### src/rtl/me_pkg.sv
// Shared types and constants for the block-matching motion estimator controller.
package me_pkg;
  localparam int RMEM_MAX         = 256;
  localparam int SMEM_MAX         = 961;
  localparam int BLOCK_SIZE_DEF   = 16;
  localparam int SEARCH_WIDTH_DEF = 31;
  localparam int SAD_W            = 16;
  localparam int RA_W             = $clog2(RMEM_MAX);
  localparam int SA_W             = $clog2(SMEM_MAX);

  typedef enum logic [2:0] {IDLE, RUN, DRAIN, CMP, DONE} me_state_e;

  function automatic logic [7:0] sat8(input logic [SAD_W-1:0] v);
    return (|v[SAD_W-1:8]) ? 8'hFF : v[7:0];
  endfunction
endpackage

### src/rtl/me_addr_gen.sv
// Scan counters for the full search; emits one registered address beat per step.
module me_addr_gen
  import me_pkg::*;
#(
  parameter int BLOCK_SIZE   = BLOCK_SIZE_DEF,
  parameter int SEARCH_WIDTH = SEARCH_WIDTH_DEF
) (
  input  logic            clk,
  input  logic            reset_n,
  input  logic            init,
  input  logic            step,
  output logic [RA_W-1:0] addr_r,
  output logic [SA_W-1:0] addr_s1,
  output logic [SA_W-1:0] addr_s2,
  output logic            beat_vld,
  output logic            first,
  output logic            last,
  output logic            at_end
);
  localparam int CW = $clog2(BLOCK_SIZE);
  localparam int PW = $clog2(BLOCK_SIZE/2);
  localparam logic [CW-1:0]   CMAX    = CW'(BLOCK_SIZE-1);
  localparam logic [PW-1:0]   PMAX    = PW'(BLOCK_SIZE/2-1);
  localparam logic [CW-1:0]   C_ONE   = CW'(1);
  localparam logic [PW-1:0]   P_ONE   = PW'(1);
  localparam logic [RA_W-1:0] R_ONE   = RA_W'(1);
  localparam logic [SA_W-1:0] S_ONE   = SA_W'(1);
  localparam logic [SA_W-1:0] S_TWO   = SA_W'(2);
  localparam logic [SA_W-1:0] PITCH   = SA_W'(SEARCH_WIDTH);
  // From dy*W + (B-2) (last pair of a row of candidates) to (dy+1)*W.
  localparam logic [SA_W-1:0] DY_STEP = SA_W'(SEARCH_WIDTH - (BLOCK_SIZE-2));

  logic [CW-1:0]   c, r, dy;
  logic [PW-1:0]   dxp;
  logic [RA_W-1:0] r_cnt;
  logic [SA_W-1:0] pair_base, row_base, next_pair_base, s_cur;
  logic            row_end, pair_end;

  assign row_end        = (c == CMAX);
  assign pair_end       = row_end && (r == CMAX);
  assign at_end         = pair_end && (dxp == PMAX) && (dy == CMAX);
  assign next_pair_base = (dxp == PMAX) ? pair_base + DY_STEP : pair_base + S_TWO;
  assign s_cur          = row_base + SA_W'(c);

  always_ff @(posedge clk or negedge reset_n) begin
    if (!reset_n) begin
      c <= '0; r <= '0; dy <= '0; dxp <= '0; r_cnt <= '0;
      pair_base <= '0; row_base <= '0;
      addr_r <= '0; addr_s1 <= '0; addr_s2 <= '0;
      beat_vld <= 1'b0; first <= 1'b0; last <= 1'b0;
    end else if (init) begin
      c <= '0; r <= '0; dy <= '0; dxp <= '0; r_cnt <= '0;
      pair_base <= '0; row_base <= '0;
      beat_vld <= 1'b0;
    end else begin
      beat_vld <= step;
      if (step) begin
        addr_r  <= r_cnt;
        addr_s1 <= s_cur;
        addr_s2 <= s_cur + S_ONE;
        first   <= (c == '0) && (r == '0);
        last    <= pair_end;
        c       <= row_end ? '0 : c + C_ONE;
        r_cnt   <= pair_end ? '0 : r_cnt + R_ONE;
        if (pair_end) begin
          r         <= '0;
          dxp       <= (dxp == PMAX) ? '0 : dxp + P_ONE;
          if (dxp == PMAX) dy <= dy + C_ONE;
          pair_base <= next_pair_base;
          row_base  <= next_pair_base;
        end else if (row_end) begin
          r        <= r + C_ONE;
          row_base <= row_base + PITCH;
        end
      end
    end
  end
endmodule

### src/rtl/motion_estimator_controller.sv
// Full-search sequencer FSM, accumulator strobes and best-match tracker for a
// two-lane SAD datapath.
module motion_estimator_controller
  import me_pkg::*;
#(
  parameter int BLOCK_SIZE   = BLOCK_SIZE_DEF,
  parameter int SEARCH_WIDTH = SEARCH_WIDTH_DEF
) (
  input  logic                          clk,
  input  logic                          reset_n,
  input  logic                          start,
  output logic [RA_W-1:0]               AddressR,
  output logic [SA_W-1:0]               AddressS1,
  output logic [SA_W-1:0]               AddressS2,
  output logic                          accClear,
  output logic                          accEnable,
  input  logic [SAD_W-1:0]              sad1,
  input  logic [SAD_W-1:0]              sad2,
  output logic [7:0]                    bestDistance,
  output logic [$clog2(BLOCK_SIZE)-1:0] motionX,
  output logic [$clog2(BLOCK_SIZE)-1:0] motionY,
  output logic                          completed
);
  localparam int CW = $clog2(BLOCK_SIZE);
  localparam int PW = $clog2(BLOCK_SIZE/2);
  localparam logic [CW-1:0]    MSB    = {1'b1, {(CW-1){1'b0}}};
  localparam logic [PW+CW-1:0] PR_ONE = (PW+CW)'(1);

  me_state_e         state;
  logic              drain_cnt;
  logic [1:0]        last_pipe;
  logic [SAD_W-1:0]  best, b1, nb;
  logic [CW-1:0]     bx, by, x1, nx, ny, dx_c, dy_c;
  logic [PW+CW-1:0]  cmp_pair;
  logic              accept, beat_vld, first, last, at_end, cmp_strobe;

  assign accept     = start && (state == IDLE || state == DONE);
  assign cmp_strobe = last_pipe[1];
  assign dy_c       = cmp_pair[PW+CW-1:PW];
  assign dx_c       = {cmp_pair[PW-1:0], 1'b0};

  me_addr_gen #(.BLOCK_SIZE(BLOCK_SIZE), .SEARCH_WIDTH(SEARCH_WIDTH)) u_addr (
    .clk(clk), .reset_n(reset_n), .init(accept), .step(state == RUN),
    .addr_r(AddressR), .addr_s1(AddressS1), .addr_s2(AddressS2),
    .beat_vld(beat_vld), .first(first), .last(last), .at_end(at_end)
  );

  // Lane 1 is tested first and both use strict less-than, so earlier scan order wins ties.
  always_comb begin
    b1 = best; x1 = bx;
    nb = best; nx = bx; ny = by;
    if (cmp_strobe) begin
      if (sad1 < best) begin
        b1 = sad1; x1 = dx_c;
      end
      nb = b1; nx = x1;
      if (sad1 < best) ny = dy_c;
      if (sad2 < b1) begin
        nb = sad2; nx = dx_c | CW'(1); ny = dy_c;
      end
    end
  end

  always_ff @(posedge clk or negedge reset_n) begin
    if (!reset_n) begin
      state        <= IDLE;
      drain_cnt    <= 1'b0;
      accEnable    <= 1'b0;
      accClear     <= 1'b0;
      last_pipe    <= '0;
      best         <= '1;
      bx           <= '0;
      by           <= '0;
      cmp_pair     <= '0;
      completed    <= 1'b0;
      bestDistance <= 8'hFF;
      motionX      <= '0;
      motionY      <= '0;
    end else begin
      accEnable <= beat_vld;
      accClear  <= beat_vld && first;
      last_pipe <= {last_pipe[0], beat_vld && last};
      if (cmp_strobe) begin
        best     <= nb;
        bx       <= nx;
        by       <= ny;
        cmp_pair <= cmp_pair + PR_ONE;
      end
      case (state)
        IDLE, DONE: if (start) begin
          state     <= RUN;
          best      <= '1;
          bx        <= '0;
          by        <= '0;
          cmp_pair  <= '0;
          completed <= 1'b0;
        end
        RUN: begin
          drain_cnt <= 1'b0;
          if (at_end) state <= DRAIN;
        end
        DRAIN: begin
          drain_cnt <= 1'b1;
          if (drain_cnt) state <= CMP;
        end
        CMP: begin
          state        <= DONE;
          completed    <= 1'b1;
          bestDistance <= sat8(nb);
          motionX      <= nx ^ MSB;
          motionY      <= ny ^ MSB;
        end
        default: state <= IDLE;
      endcase
    end
  end
endmodule

### config.mk
export PLATFORM = sky130hd
export DESIGN_NAME = motion_estimator_controller
export DESIGN_NICKNAME = d
export VERILOG_FILES = /design/src/rtl/me_pkg.sv /design/src/rtl/me_addr_gen.sv /design/src/rtl/motion_estimator_controller.sv
export SDC_FILE = /design/constraint.sdc
export NUM_CORES = 1
export LEC_CHECK = 0
export CAP_MARGIN = 25
export CORE_MARGIN = 2
export CORE_UTILIZATION = 30
export CTS_CLUSTER_DIAMETER = 80
export DETAILED_ROUTE_END_ITERATION = 10
export MAX_ROUTING_LAYER = met4
export PLACE_DENSITY = 0.46
export SLEW_MARGIN = 30
export SYNTH_ARGS = -nofsm -noshare
export SYNTH_HDL_FRONTEND = slang
export SYNTH_SLANG_ARGS = --single-unit
### constraint.sdc
create_clock -name clk -period 6.2 [get_ports clk]
set_clock_uncertainty 0.1 [all_clocks]
set_input_delay 0.62 -clock clk [delete_from_list [all_inputs] [get_ports clk]]
set_output_delay 0.62 -clock clk [all_outputs]
set_load 0.02 [all_outputs]
==> results of run 1 <==
==> worst max-delay path by stage <==
stage | from | end | slack [ps] | depth (start not counted)
floorplan | sad1[1] | bestDistance[0]$_DFFE_PN1P_ | 1340 | 18
global placement | sad1[6] | bestDistance[6]$_DFFE_PN1P_ | 560 | 18
detailed placement | sad1[6] | bestDistance[4]$_DFFE_PN1P_ | 470 | 18
CTS | sad1[6] | bestDistance[4]$_DFFE_PN1P_ | 900 | 18
global route | sad1[15] | bestDistance[3]$_DFFE_PN1P_ | 530 | 18
finish | sad1[1] | bestDistance[4]$_DFFE_PN1P_ | 920 | 17
==> stage by stage <==
stage	instances	util (%)	hold WS [ps]	cell area [um^2]	power, mW
6_report	1189	38.0	90.2	8950	3.04
5_1_grt	1189	38.0	150	8950	3.25
4_1_cts	1189	38.0	127	8950	3.08
3_5_place_dp	1157	35.4	239	8340	2.03
3_3_place_gp	1157	35.4	233	8340	2.03
2_1_floorplan	786	-	224	7230	1.69
==> area by class of cell <==
| cell class | instances | area, um^2 | area share (%) |
|---|---|---|---|
| Sequential cell | 130 | 3280 | 36.7 |
| Tap cell | 319 | 399 | 4.46 |
| Multi-Input combinational cell | 591 | 3680 | 41.1 |
| Clock inverter | 14 | 179 | 2.00 |
| Inverter | 26 | 97.6 | 1.09 |
| Timing Repair Buffer | 91 | 887 | 9.91 |
| Clock buffer | 18 | 429 | 4.79 |
==> power groups by stage <==
| stage | combinational, mW | clock [mW] | sequential [mW] |
|---|---|---|---|
| finish | 0.856 | 1.03 | 1.15 |
| global placement | 0.868 | 0 | 1.17 |
| floorplan | 0.486 | 0 | 1.20 |
| global route | 0.977 | 1.10 | 1.17 |
| CTS | 0.872 | 1.06 | 1.15 |
| detailed placement | 0.870 | 0 | 1.16 |
==> per-layer routing <==
layer	up-vias	share of wire [%]	GRT usage (%)
met4	0	1.2	4.46
met5	-	0	-
met1	2738	50	21.0
li1	2900	-	-
met3	14	3.5	3.07
met2	96	45	23.4
==> placed cells by master (no fill, tap or decap), types with 4 or more instances in the layout <==
| cell | count |
|---|---|
| nand4_1 | 14 |
| a31oi_1 | 10 |
| nor2_1 | 58 |
| xor2_1 | 22 |
| buf_4 | 10 |
| xnor2_1 | 13 |
| a211oi_1 | 5 |
| a22oi_1 | 7 |
| ha_1 | 47 |
| o21ai_0 | 61 |
| clkdlybuf4s50_1 | 80 |
| dfstp_2 | 24 |
| inv_1 | 26 |
| nand2b_1 | 6 |
| o211ai_1 | 5 |
| a21oi_1 | 44 |
| nor2b_1 | 5 |
| dfrtp_1 | 106 |
| o32ai_1 | 5 |
| or3_1 | 5 |
| a32o_1 | 5 |
| nand3_1 | 25 |
| inv_6 | 4 |
| a21o_1 | 5 |
| mux2i_1 | 25 |
| clkbuf_16 | 17 |
| a221oi_1 | 4 |
| nand2_1 | 150 |
| nor3_1 | 15 |
| and2_1 | 5 |
| o21a_1 | 8 |
| o22ai_1 | 5 |
==> registers in the layout, summed over array words and instances, names as in the netlist, 7 cells and up <==
name	count
cmp_pair	7
u_addr.row_base	10
u_addr.r_cnt	8
u_addr.addr_s1	10
u_addr.addr_s2	10
u_addr.addr_r	8
best	16
bestDistance	8
u_addr.pair_base	10
==> kinds of logic after synthesis <==
logic type / Yosys count
simple gates: 301
buf+inv: 65
flops: 130
fa+ha+maj: 48
xor+xnor: 35
compound gates: 180
mux: 27
==> flow_summary.toml, run 1 <==
[timing]
rsz0062_at_grt = "false"
fin_crit_sh_pct = 85.1
slew_violations = 0
finalHoldViolCount = 0
fin_crit_ps = 5280
tns_ps = 0
fmax_mhz = 189
worst_slew_pin_slew_ps = 759
layout_setup_ws_ps = 923
slew_headroom_pct = 49.4
setup_viol = 0

[cells_and_area]
drive_gt1_share_pct = 8.74
antenna_cells = 0
nets = 940
n_fill_cell = 2431
area_growth_pct = 23.8

[drt]
dr.pass1.iters = 5
drt_iter0_markers = 276
antenna_left = 0
wl_mm = 18.2
via_per_inst = 4.83
avgRoutedWirePerCell_um = 15.3
num_vias = 5748
drc = 0

[synth]
synth_adder_area_share_pct = 8.41
ys.flop_type = "dfrtp_1"
yosys.area.top_type = "dfrtp_1"
syn_nets = 869
synth.top_cell.area_share_pct = 36.7
yosys.area_share.simple_pct = 18.5
ys_seq_elements = 130
synth_commonest_cells = "nand2_1 (150), dfrtp_1 (106), o21ai_0 (61)"
synth-xor-area-share_pct = 4.24
yosysMostFrequentCell = "nand2_1"
ys_types = 58
synth_warnings = 0
async_flop_share_pct = 100
synthMuxAreaShare_pct = 3.77
synth_cells = 786
synth_compound_area_share_pct = 15.9
ys_top_cells_by_area = "dfrtp_1 (37%), dfstp_2 (8.7%), ha_1 (8.1%)"
synth_area_um2 = 7230
avgSynthCellArea_um2 = 9.20
synth_top_family_by_area = "simple AND/OR/NAND/NOR gates"
synth_edf_count = 0
yosysSeqAreaShare_pct = 45.4

[die]
std_cell_rows = 56
dieArea_um2 = 25400
start_util_pct = 30.7
design.portCount = 82
die_w_um = 159
die_h_um = 159
core-area_um2 = 23500

[critical_path]
cpLargestDelayFamily = "compound AO/OA/AOI/OAI gates"
cp.arrival_ps = 5500
cp_cell_sequence = "clkdlybuf4s50_1 > ha_1 > a2111o_1 > a31oi_2 > and3_1 > buf_4 > mux2i_1 > ha_1 > a21oi_1 > o21ai_0 > nand3_1 > a21oi_1 > a2111o_1 > or2_4 > a221oi_1 > and4_1 > a31oi_1"
ff2ff_path_depth = 18
cp_slowest_cell = "a2111o_1"
rrSetupSlack_ps = 1010
path_max_fanout = 31
cp.required_ps = 6430
critPathCaptureType = "flop"
critPathBufInv = 2
start_kind = "input pin"
r2r-end = "bestDistance[4]$_DFFE_PN1P_"
r2r_start = "best[6]$_DFF_PN1_"
cpPeakStageDelay_ps = 480
crit_type = "input pin to flop"

[hold_path]
hp-class = "input pin to asynchronous set/reset pin"

[pwr]
power_frac_comb_pct = 28.2
total_leakage_power_nw = 4.12
switching_share_pct = 33.5
p_clk_share_pct = 34.0
power_density_nw_per_um2 = 339
p_switching_mw = 1.02
ir_drop_mv = 0.165
intPower_mw = 2.02
seqPwrFrac_pct = 37.8

[place]
dp_hpwl_mm = 13.2
pre_cts_slack_ps = 475
numPortBuffers = 81
gp_congestion = 0.837

[clock_tree]
hold_buffers = 0
cts-root-buf = "clkbuf_16"
clock_latency_ps = 420
cts_resized = 0
cts_tree = "built"
post_cts_buffers = 0
cts_buffers = 17
max-clock-path-buffers = 2
clk_pin_slew_ps = 70
cts_htree_levels = 4
clock_sinks = 130

[grt]
grt_max_degree = 73
first_global_vias = 5856
overflow = 0
grt_pass1_wl_mm = 30.9
grt.total_usage_pct = 15.5
grt_antenna_before_repair = 0

[run_status]
status = "finished clean"

[job]
maxCapViolations = 0
Note: power is estimated with default switching activity, not from simulation.
==> run 2: changes to the inputs <==
==> constraint.sdc (replaced) <==
create_clock -name clk -period 6.2 [get_ports clk]
set_clock_uncertainty 0.1 [all_clocks]
set_input_delay 0.93 -clock clk [delete_from_list [all_inputs] [get_ports clk]]
set_output_delay 0.93 -clock clk [all_outputs]
set_load 0.02 [all_outputs]
==> run 2 against run 1 <==
  * Power down 0.30%
  * Worst hold slack better by 160 ps
  * Core utilization up 0.13 points
  * Critical path depth down 1
  * First-iteration DRC count up 41%
  * Design area up 0.34%
  * Critical path type unchanged
  * Wire length up 1.8%
  * Sequential power about the same
  * Die area unchanged
  * Flip-flop and latch count unchanged
  * Largest cell class unchanged
  * Via count up 1.4%
  * Fmax down 2.8%
==> flow_summary.toml, run 2 (same netlist as run 1, synthesis figures left out) <==
[timing]
rsz0062_at_grt = "false"
setup_viol = 0
slew_violations = 0
slew_headroom_pct = 50.6
fin_crit_ps = 5430
worst_slew_pin_slew_ps = 740
holdWs_ps = 250
finalHoldViolCount = 0
tns_ps = 0
fin_crit_sh_pct = 87.6
fmax_mhz = 184

[grt]
grt.total_usage_pct = 15.7
grt_max_degree = 92
grt_pass1_wl_mm = 31.5
overflow = 0
grt_antenna_before_repair = 0
first_global_vias = 5749

[die]
start_util_pct = 30.7
die_h_um = 159
std_cell_rows = 56
design.portCount = 82
dieArea_um2 = 25400
core-area_um2 = 23500
die_w_um = 159

[clock_tree]
cts-root-buf = "clkbuf_16"
post_cts_buffers = 0
max-clock-path-buffers = 2
clock_latency_ps = 420
hold_buffers = 0
clk_pin_slew_ps = 60
cts_buffers = 17
clock_sinks = 130
cts_tree = "built"
cts_resized = 0
cts_htree_levels = 4

[cells_and_area]
area_growth_pct = 24.2
nets = 943
final_cell_mix = "nand2_1 (150), dfrtp_1 (106), clkdlybuf4s50_1 (80), o21ai_0 (61), nor2_1 (58)"
largest_reg_flops = 16
top_register = "best"
antenna_cells = 0
drive_gt1_share_pct = 9.05
fin_util_pct = 38.2
n_fill_cell = 2430
layout_commonest_cell = "nand2_1"

[critical_path]
cpPeakStageDelay_ps = 440
critPathCaptureType = "flop"
cp.arrival_ps = 5650
critPathBufInv = 1
cp_cell_sequence = "clkdlybuf4s50_1 > ha_1 > a2111o_1 > a31oi_2 > and3_1 > mux2i_1 > ha_1 > o21ai_0 > a21oi_1 > o21ai_0 > a31oi_1 > a2111o_1 > or2_4 > a221oi_1 > and4_1 > a31oi_1"
start_kind = "input pin"
crit_type = "input pin to flop"
cp_slowest_cell = "clkdlybuf4s50_1"
path_max_fanout = 17
cpLargestDelayFamily = "compound AO/OA/AOI/OAI gates"
cp.required_ps = 6420

[drt]
avgRoutedWirePerCell_um = 15.6
antenna_left = 0
num_vias = 5826
drt_iter0_markers = 390
dr.pass1.iters = 5
wl_mm = 18.6
via_per_inst = 4.89
drc = 0

[pwr]
ir_drop_mv = 0.179
power_density_nw_per_um2 = 337
total_leakage_power_nw = 4.14

[run_status]
status = "finished clean"

[hold_path]
hp-class = "flop to flop"

[place]
numPortBuffers = 81
dp_hpwl_mm = 13.2
gp_congestion = 0.891

[job]
maxCapViolations = 0
run 2: cell types whose count changed in the layout (fill, tap and decap cells not counted):
cell / change
clkbuf_8: +1
buf_4: +2
clkinv_4: +1
bufinv_16: -1
buf_16: +1
clkinv_2: -1
run 2: layer usage:
layer / vias up / wire length (um) / GRT usage, %
met3: 21 / 680 / 3.57
met2: 116 / 8230 / 23.1
li1: 2905 / - / -
met4: 0 / 248 / 4.55
met1: 2784 / 9390 / 21.6
met5: - / 0 / -
run 2: layout make-up:
class,count,area [um^2],share of cell area [%]
clock buffer,19,443,4.93
sequential,130,3280,36.6
timing repair buffer,94,930,10.3
inverter,26,97.6,1.09
clock inverter,13,153,1.70
tap,319,399,4.44
multi-input combinational,591,3680,40.9
run 2: worst paths after layout:
check,slack [ps],depth (start not counted),end,start
setup / recovery,770,16,bestDistance[4]$_DFFE_PN1P_,sad1[1]
hold reg to reg,250,0,last_pipe[1]$_DFF_PN0_,last_pipe[0]$_DFF_PN0_
hold / removal,250,0,last_pipe[1]$_DFF_PN0_,last_pipe[0]$_DFF_PN0_
min in group asynchronous,300,1,u_addr.addr_r[0]$_DFFE_PN0P_,reset_n
max in group asynchronous,4470,3,bestDistance[0]$_DFFE_PN1P_,reset_n
setup reg to reg,1180,16,bestDistance[4]$_DFFE_PN1P_,best[1]$_DFF_PN1_
run 2: stage by stage:
step / cells / total power, mW / instance area, um^2 / setup slack [ps]
after detailed placement: 1159 / 2.04 / 8360 / 318
after floorplan: 786 / 1.69 / 7230 / 1030
final: 1192 / 3.03 / 8980 / 769
after CTS: 1191 / 3.07 / 8950 / 745
after global placement: 1159 / 2.04 / 8360 / 377
after global routing: 1192 / 3.24 / 8980 / 410
run 2: report_power, final:
part           total [mW]  switching, mW  internal, mW
Sequential           1.15          0.142          1.01
Combinational       0.864          0.485         0.379
Clock                1.01          0.404         0.610
==> run 3: changes to the inputs <==
--- a/config.mk
+++ b/config.mk
@@ -5,7 +5,7 @@
 export SDC_FILE = /design/constraint.sdc
 export NUM_CORES = 1
 export LEC_CHECK = 0
-export CAP_MARGIN = 25
+export CAP_MARGIN = 10
 export CORE_MARGIN = 2
 export CORE_UTILIZATION = 30
 export CTS_CLUSTER_DIAMETER = 80
==> constraint.sdc (replaced) <==
create_clock -name clk -period 5.3 [get_ports clk]
set_clock_uncertainty 0.1 [all_clocks]
set_input_delay 0.795 -clock clk [delete_from_list [all_inputs] [get_ports clk]]
set_output_delay 0.795 -clock clk [all_outputs]
set_load 0.02 [all_outputs]
==> run 3 against run 2 <==
  * Sequential share of layout area is 1.2 points lower
  * Core utilization up 1.3 points
  * Critical path depth is 2 higher
  * Global-route usage increased by 0.22 points
  * Final cell count increased by 3.4%
  * Clock power grew 15%
  * Critical path type unchanged
  * Highest routed layer unchanged
==> flow_summary.toml, run 3 (same netlist as run 1, synthesis figures left out) <==
[critical_path]
start_kind = "input pin"
path_max_fanout = 9
cp.required_ps = 5520
crit_type = "input pin to flop"
critPathCaptureType = "flop"
cp.arrival_ps = 5260

[drt]
avgRoutedWirePerCell_um = 15.1
wl_mm = 18.6
num_vias = 5957
antenna_left = 0
via_per_inst = 4.83
dr.pass1.iters = 5
drt_iter0_markers = 377
drc = 0

[timing]
fin_crit_ps = 5030
slew_violations = 0
rsz0062_at_grt = "false"
fin_crit_sh_pct = 95.0
tns_ps = 0
fmax_mhz = 199
setup_viol = 0
finalHoldViolCount = 0
worst_slew_pin_slew_ps = 911
slew_headroom_pct = 39.3

[die]
design.portCount = 82
start_util_pct = 30.7
die_h_um = 159
dieArea_um2 = 25400
die_w_um = 159
core-area_um2 = 23500
std_cell_rows = 56

[cells_and_area]
area_growth_pct = 28.6
layout_commonest_cell = "nand2_1"
seq_area_um2 = 3280
drive_gt1_share_pct = 13.2
fin_util_pct = 39.5
largest_reg_flops = 16
nets = 984
n_fill_cell = 2368
top_register = "best"
final_cell_mix = "nand2_1 (150), dfrtp_1 (106), clkdlybuf4s50_1 (80), o21ai_0 (61), nor2_1 (58)"
multi_input_area_um2 = 3680
antenna_cells = 0

[pwr]
ir_drop_mv = 0.230
total_leakage_power_nw = 4.33
power_density_nw_per_um2 = 382

[clock_tree]
cts_htree_levels = 4
clk_pin_slew_ps = 70
clock_sinks = 130
cts-root-buf = "clkbuf_16"
hold_buffers = 0
clock_latency_ps = 420
max-clock-path-buffers = 2
cts_tree = "built"
cts_buffers = 17

[grt]
grt_antenna_before_repair = 0
grt.total_usage_pct = 15.9
grtUsageMet3_pct = 2.94
grt_util_met2_pct = 23.9
grt_max_degree = 92
overflow = 0
first_global_vias = 6001
busiest_layer = "met2"
grt_pass1_wl_mm = 31.9
use_met1_pct = 21.8

[place]
numPortBuffers = 81
gp_congestion = 0.852
dp_hpwl_mm = 13.5

[hold_path]
hp-class = "input pin to asynchronous set/reset pin"

[job]
maxCapViolations = 0

[run_status]
status = "finished clean"
run 3: final cells by class:
class,instances,share of cell area [%]
multi-input cells,591,39.6
flip-flops and latches,130,35.3
repair buffers,135,13.4
clock buffers,18,4.62
well taps,319,4.29
clock inverters,14,1.68
inverters,26,1.05
run 3: power breakdown:
| group | switching (mW) | leakage (nW) | internal [mW] |
|---|---|---|---|
| Sequential | 0.168 | 1.63 | 1.18 |
| Combinational | 0.578 | 2.43 | 0.467 |
| Clock | 0.462 | 0.274 | 0.698 |
run 3: critical path: stages:
cell	delay (ps)
clkdlybuf4s50_1	450
ha_1	340
a41o_1	240
a21oi_1	220
or3_4	180
and3_1	170
buf_4	170
mux2i_1	290
ha_1	300
a21o_1	180
a211oi_1	240
a31oi_1	120
a2111o_1	380
or2_4	320
a221oi_1	350
and4_1	240
buf_4	170
a31oi_1	100
run 3: worst paths after layout:
check,startpoint,to,slack (ps),cells past startpoint
max reg2reg,best[6]$_DFF_PN1_,bestDistance[2]$_DFFE_PN1P_,530,18
min in group clk,last_pipe[0]$_DFF_PN0_,last_pipe[1]$_DFF_PN0_,250,0
max,sad1[6],bestDistance[2]$_DFFE_PN1P_,270,18
min reg2reg,last_pipe[0]$_DFF_PN0_,last_pipe[1]$_DFF_PN0_,250,0
max in group asynchronous,reset_n,best[5]$_DFF_PN1_,4150,2
min,reset_n,u_addr.addr_r[0]$_DFFE_PN0P_,120,1
run 3: per-layer routing:
metal | part of all wire, % | wire [um]
met1 | 50 | 9370
met2 | 44 | 8270
met3 | 3.6 | 671
met4 | 1.5 | 285
met5 | 0 | 0
run 3: what timing repair did:
item | CTS | global route
resized for setup | 0 | 1
setup buffers | 0 | 0
hold endpoints to repair | 0 | 0
setup endpoints to repair | 0 | 8
run 3: per-stage QoR:
step | area [um^2] | hold WS, ps | instances | setup slack, ps | total power [mW]
floorplan | 7230 | 231 | 786 | 270 | 1.98
detailed placement | 8680 | 236 | 1200 | -195 | 2.41
CTS | 9270 | 251 | 1232 | 227 | 3.59
finish | 9300 | 121 | 1233 | 267 | 3.55
global route | 9300 | 118 | 1233 | 2.88 | 3.80
global placement | 8680 | 234 | 1200 | -163 | 2.41
